File: src/rtl/mro_age_tracker.sv
// Tracks allocation age of ENTRIES slots and selects the oldest eligible slot per channel.
// Latency: alloc/free take effect at the next rising edge; oldest-select is combinational.
// Backpressure: alloc is denied while full; a channel's slot is freed only when its pick_rdy is high.
module mro_age_tracker #(
    parameter  int ENTRIES = 8,
    parameter  int NUM_CH  = 2,
    localparam int ENC_W   = $clog2(ENTRIES)
) (
    input  logic                                i_clk,
    input  logic                                i_rst,
    input  logic                                i_alloc_req,
    output logic                                o_alloc_gnt,
    output logic [ENTRIES-1:0]                  o_alloc_vec,
    input  logic [ENTRIES-1:0]                  i_dealloc,
    input  logic [NUM_CH-1:0][ENTRIES-1:0]      i_mask,
    input  logic [NUM_CH-1:0]                   i_pick_rdy,
    output logic [NUM_CH-1:0]                   o_oldest_vld,
    output logic [NUM_CH-1:0][ENTRIES-1:0]      o_oldest,
    output logic [NUM_CH-1:0][ENC_W-1:0]        o_oldest_enc,
    output logic [ENTRIES-1:0]                  o_valid,
    output logic [ENC_W:0]                      o_count,
    output logic                                o_full,
    output logic                                o_empty
);

    // r_older[i][j] = 1 when slot i was allocated before slot j (both live)
    logic [ENTRIES-1:0]                 r_valid;
    logic [ENTRIES-1:0][ENTRIES-1:0]    r_older;

    logic [ENTRIES-1:0]                 w_lowest_free;
    logic [ENTRIES-1:0]                 w_alloc_vec;
    logic                               w_alloc_gnt;
    logic [ENC_W:0]                     w_count;
    logic                               w_full;
    logic [NUM_CH-1:0]                  w_vld;
    logic [NUM_CH-1:0][ENTRIES-1:0]     w_oldest;
    logic [NUM_CH-1:0][ENC_W-1:0]       w_enc;
    logic [ENTRIES-1:0]                 w_taken;
    logic [ENTRIES-1:0]                 w_cand;
    logic                               w_blocked;
    logic [ENTRIES-1:0]                 w_pick;
    logic [ENTRIES-1:0]                 w_free;
    logic [ENTRIES-1:0][ENTRIES-1:0]    w_older_nxt;

    // Occupancy count and lowest-index free slot, both from pre-edge valid only
    always_comb begin
        w_count       = '0;
        w_lowest_free = '0;
        for (int k = 0; k < ENTRIES; k++) begin
            w_count = w_count + (ENC_W+1)'(r_valid[k]);
        end
        // Descending scan so the lowest free index is written last and wins
        for (int k = ENTRIES - 1; k >= 0; k--) begin
            if (!r_valid[k]) begin
                w_lowest_free    = '0;
                w_lowest_free[k] = 1'b1;
            end
        end
        w_full      = (w_count == (ENC_W+1)'(ENTRIES));
        w_alloc_gnt = i_alloc_req & ~w_full;
        w_alloc_vec = w_alloc_gnt ? w_lowest_free : '0;
    end

    // Per-channel oldest select; lower channels claim their slot first
    always_comb begin
        w_taken   = '0;
        w_cand    = '0;
        w_blocked = 1'b0;
        w_oldest  = '0;
        w_enc     = '0;
        w_vld     = '0;
        for (int c = 0; c < NUM_CH; c++) begin
            w_cand = r_valid & i_mask[c] & ~w_taken;
            for (int k = 0; k < ENTRIES; k++) begin
                w_blocked = 1'b0;
                for (int i = 0; i < ENTRIES; i++) begin
                    if (w_cand[i] && r_older[i][k]) begin
                        w_blocked = 1'b1;
                    end
                end
                if (w_cand[k] && !w_blocked) begin
                    w_oldest[c][k] = 1'b1;
                    w_enc[c]       = ENC_W'(k);
                end
            end
            w_vld[c] = |w_cand;
            w_taken  = w_taken | w_oldest[c];
        end
    end

    // Free vector: external deallocs plus accepted picks, restricted to live slots
    always_comb begin
        w_pick = '0;
        for (int c = 0; c < NUM_CH; c++) begin
            if (i_pick_rdy[c]) begin
                w_pick = w_pick | w_oldest[c];
            end
        end
        w_free = (i_dealloc | w_pick) & r_valid;
    end

    // Next age matrix: new slot is younger than every live slot; freed rows/cols cleared
    always_comb begin
        w_older_nxt = r_older;
        for (int i = 0; i < ENTRIES; i++) begin
            for (int j = 0; j < ENTRIES; j++) begin
                if (w_alloc_vec[j] && (i != j)) begin
                    w_older_nxt[i][j] = r_valid[i];
                end
                if (w_alloc_vec[i] || w_free[i] || w_free[j] || (i == j)) begin
                    w_older_nxt[i][j] = 1'b0;
                end
            end
        end
    end

    // State update; reset overrides any same-cycle alloc or free
    always_ff @(posedge i_clk) begin
        if (i_rst) begin
            r_valid <= '0;
            r_older <= '0;
        end else begin
            r_valid <= (r_valid & ~w_free) | w_alloc_vec;
            r_older <= w_older_nxt;
        end
    end

    assign o_alloc_gnt  = w_alloc_gnt;
    assign o_alloc_vec  = w_alloc_vec;
    assign o_oldest_vld = w_vld;
    assign o_oldest     = w_oldest;
    assign o_oldest_enc = w_enc;
    assign o_valid      = r_valid;
    assign o_count      = w_count;
    assign o_full       = w_full;
    assign o_empty      = (w_count == '0);

endmodule

File: config.mk
export PLATFORM = sky130hd
export DESIGN_NAME = mro_age_tracker
export DESIGN_NICKNAME = d
export VERILOG_FILES = /design/src/rtl/mro_age_tracker.sv
export SDC_FILE = /design/constraint.sdc
export NUM_CORES = 1
export LEC_CHECK = 0
export ABC_AREA = 0
export BUFFER_PORTS_ARGS = -buffer_cell sky130_fd_sc_hd__buf_2
export CORE_MARGIN = 2
export CORE_UTILIZATION = 57
export CTS_CLUSTER_SIZE = 28
export DETAILED_ROUTE_END_ITERATION = 8
export PLACE_DENSITY = 0.81
export SYNTH_ARGS = -nofsm -noshare
export SYNTH_HDL_FRONTEND = slang
export SYNTH_SLANG_ARGS = --single-unit
export TNS_END_PERCENT = 5
File: constraint.sdc
create_clock -name i_clk -period 5.6 [get_ports i_clk]
set_input_delay 0 -clock i_clk [delete_from_list [all_inputs] [get_ports i_clk]]
set_output_delay 0 -clock i_clk [all_outputs]
set_load 0.02 [all_outputs]
==> impl_metrics.env <==
export IMPL_synth_edff_count=0
export IMPL_ios=76
export IMPL_wl_per_cell_um=26.7
export IMPL_seq_area_frac_synth=0.293
export IMPL_grt_max_degree=35
export IMPL_dp_hpwl_mm=13.2
export IMPL_cp_end_kind="flop"
export IMPL_core_area_um2=7330
export IMPL_cts_tree="done"
export IMPL_crit_top_cell="fa_1"
export IMPL_fmax_mhz=214
export IMPL_cp_data_arrival_time_ns=4.94
export IMPL_antenna_found_initial=0
export IMPL_placementRows=31
export IMPL_yosys_most_used_dff="dfxtp_1"
export IMPL_dp_worst_setup_slack_ns=1.02
export IMPL_avgSynthCellArea_um2=8.19
export IMPL_io_buffers=75
export IMPL_die_w_um=91.6
export IMPL_yosys_area_top_type_share=0.293
export IMPL_crit_slowest_cell="fa_1"
export IMPL_max_stage_delay_ns=0.55
export IMPL_slew_violations=0
export IMPL_cts_resized=0
export IMPL_max_clock_path_buffers=2
export IMPL_run_status="completed"
export IMPL_numCtsBuffers=9
export IMPL_setup_viol=0
export IMPL_design_die_area_um2=8390
export IMPL_drc=0
export IMPL_vdd_ir_drop_max_uv=182
export IMPL_grt_total_usage=0.447
export IMPL_maxCapViolCount=0
export IMPL_die_h_um=91.6
export IMPL_synthTopCellsByArea="dfxtp_1 (29%), nand3_1 (6.4%), mux2i_1 (4.8%)"
export IMPL_slew_limit_headroom=0.321
export IMPL_clock_skew_ns=0.00962
export IMPL_period_needed_ns=4.68
export IMPL_cp_start_kind="flop"
export IMPL_grt_pass1_wl_mm=28.2
export IMPL_antenna_cells=0
export IMPL_finalCritPeriodShare=0.835
export IMPL_power_density_nw_per_um2=209
export IMPL_min_from="i_dealloc[6]"
export IMPL_async_reset_ff_frac=0
export IMPL_grt_ovfl_total=0
export IMPL_synth_nets=571
export IMPL_hold_viol=0
export IMPL_start_util=0.597
export IMPL_p_leak_nw=1.94
export IMPL_area_growth_pct=14.6
export IMPL_layout_drive_gt1_share=0.220
export IMPL_ant_nets=0
export IMPL_crit_fanout=10
export IMPL_vias_per_cell=7.36
export IMPL_worst_skew_pair_late_latency_ns=0.37
export IMPL_setup_tns_ns=0
export IMPL_place_congestion=1.08
export IMPL_initialDrtViolationCount=810
export IMPL_setup_worst_path_class="flop to flop"
export IMPL_fin_nets=636
export IMPL_yosys_warnings=0
export IMPL_hp_class="input pin to flop"
export IMPL_wirelength_mm=18.8
export IMPL_synth_top_cells_by_count="dfxtp_1 (64), nand3_1 (56), nor2_1 (55)"
export IMPL_synth_distinct_cells=72
export IMPL_first_pass_iters=6
export IMPL_synthCells=534
export IMPL_crit_start="o_valid[0]$_SDFF_PP0_"
export IMPL_fin_ws_ns=0.922
export IMPL_root_buffer="clkbuf_8"
export IMPL_synthMostInstantiatedCell="dfxtp_1"
export IMPL_clk_pin_slew_ns=0.08
export IMPL_required_ns=5.86
export IMPL_cts_sinks=64
export IMPL_worst_slew_pin_slew_ns=1.01
export IMPL_vias=5176
export IMPL_htree_levels=3
export IMPL_ys_ff_latch=64
export IMPL_grt_pass1_vias=4830
export IMPL_rsz0062_at_grt="false"
export IMPL_yosysTopAreaCell="dfxtp_1"
export IMPL_syn_cell_area_um2=4370
export IMPL_r2r_start="o_valid[0]$_SDFF_PP0_"
export IMPL_worstPathCellList="fa_1 > inv_1 > fa_1 > fa_1 > inv_1 > ha_1 > inv_1 > fa_1 > nand2b_1 > nor4_2 > nor3_1 > nand2_1 > nor4_2 > buf_4 > nand2b_1 > nor4_1"
[state kept, by name (all words and copies together), names as in the netlist]
name and flops:
o_valid 8, r_older 56
[metrics by stage]
step	cell area [um^2]	utilization	std cells	power, mW	hold WS, ns
3_3_place_gp	4750	0.649	684	0.577	0.319
2_1_floorplan	4370	-	534	0.533	0.177
3_5_place_dp	4750	0.649	684	0.578	0.312
4_1_cts	5010	0.684	703	1.04	0.0638
5_1_grt	5010	0.684	703	1.06	0.120
6_report	5010	0.684	703	1.05	0.0974
[cell usage in the layout (no fill, tap or decap), types with 3 or more instances in the layout]
cell type and count:
buf_4 10, nor4_1 26, nor2_1 55, o21a_1 4, o211ai_1 14, mux2i_1 21, nor3_1 36, o41ai_4 3
nand4_1 20, o2111ai_1 18, nor4b_1 3, a21oi_1 19, buf_2 75, inv_1 41, and4_1 4, or3_1 4
ha_1 4, a22o_1 3, nand3_1 56, o21ai_0 10, dfxtp_1 64, nor4_2 4, nand4_2 3, clkbuf_8 10
fa_1 4, dlygate4sd3_1 3, a21o_1 5, nand2b_1 4, o31ai_1 3, and2_1 12, nand2_1 11, a211oi_1 3
[critical path, delay by kind of cell, from the launching register on]
family	cells	cell delay (ns)
flip-flops	1	0.34
buffers and inverters	4	0.37
AND/OR/NAND/NOR	7	1.74
adder cells (fa/ha/maj)	5	2.14
[metal layers]
| metal | part of all wire | up-vias | GRT usage |
|---|---|---|---|
| met5 | 0 | - | 0 |
| met4 | 0.074 | 0 | 0.244 |
| met3 | 0.17 | 136 | 0.145 |
| met2 | 0.41 | 524 | 0.642 |
| met1 | 0.35 | 2359 | 0.588 |
| li1 | - | 2157 | - |
[where the power goes]
| group | switching, mW | internal [mW] |
|---|---|---|
| registers | 0.00159 | 0.456 |
| clock network | 0.210 | 0.264 |
| logic | 0.0853 | 0.0318 |
| total | 0.296 | 0.752 |
[final timing paths]
path | to | slack [ns] | cells past startpoint
min reg2reg | r_older[28]$_SDFFE_PP0P_ | 0.50 | 2
max reg2reg | r_older[58]$_SDFFE_PP0P_ | 0.92 | 16
max | r_older[58]$_SDFFE_PP0P_ | 0.92 | 16
min | o_valid[6]$_SDFF_PP0_ | 0.1 | 4
[cell families after synthesis]
logic type                 Yosys count  synth area share
and+or+nand+nor                    246             0.307
AOI/OAI and AO/OA                  117             0.238
buffers and inverters               77            0.0827
DFF                                 64             0.293
muxes                               21            0.0481
adders and majority gates            8            0.0297
xor gates and xnor gates             1           0.00200
[area by class of cell]
| class | instances | area [um^2] |
|---|---|---|
| timing repair buffer | 88 | 480 |
| clock inverter | 6 | 92.6 |
| multi-input combinational | 393 | 2740 |
| inverter | 43 | 161 |
| clock buffer | 10 | 138 |
| tap | 99 | 124 |
| sequential | 64 | 1280 |
| fill | 620 | 2320 |
[what timing repair did]
action | in CTS | in global routing
setup buffers | 0 | 0
endpoints found under the hold margin | 3 | 0
endpoints found under the setup margin | 0 | 0
hold buffers | 3 | 0
(Power assumes the default switching activity.)
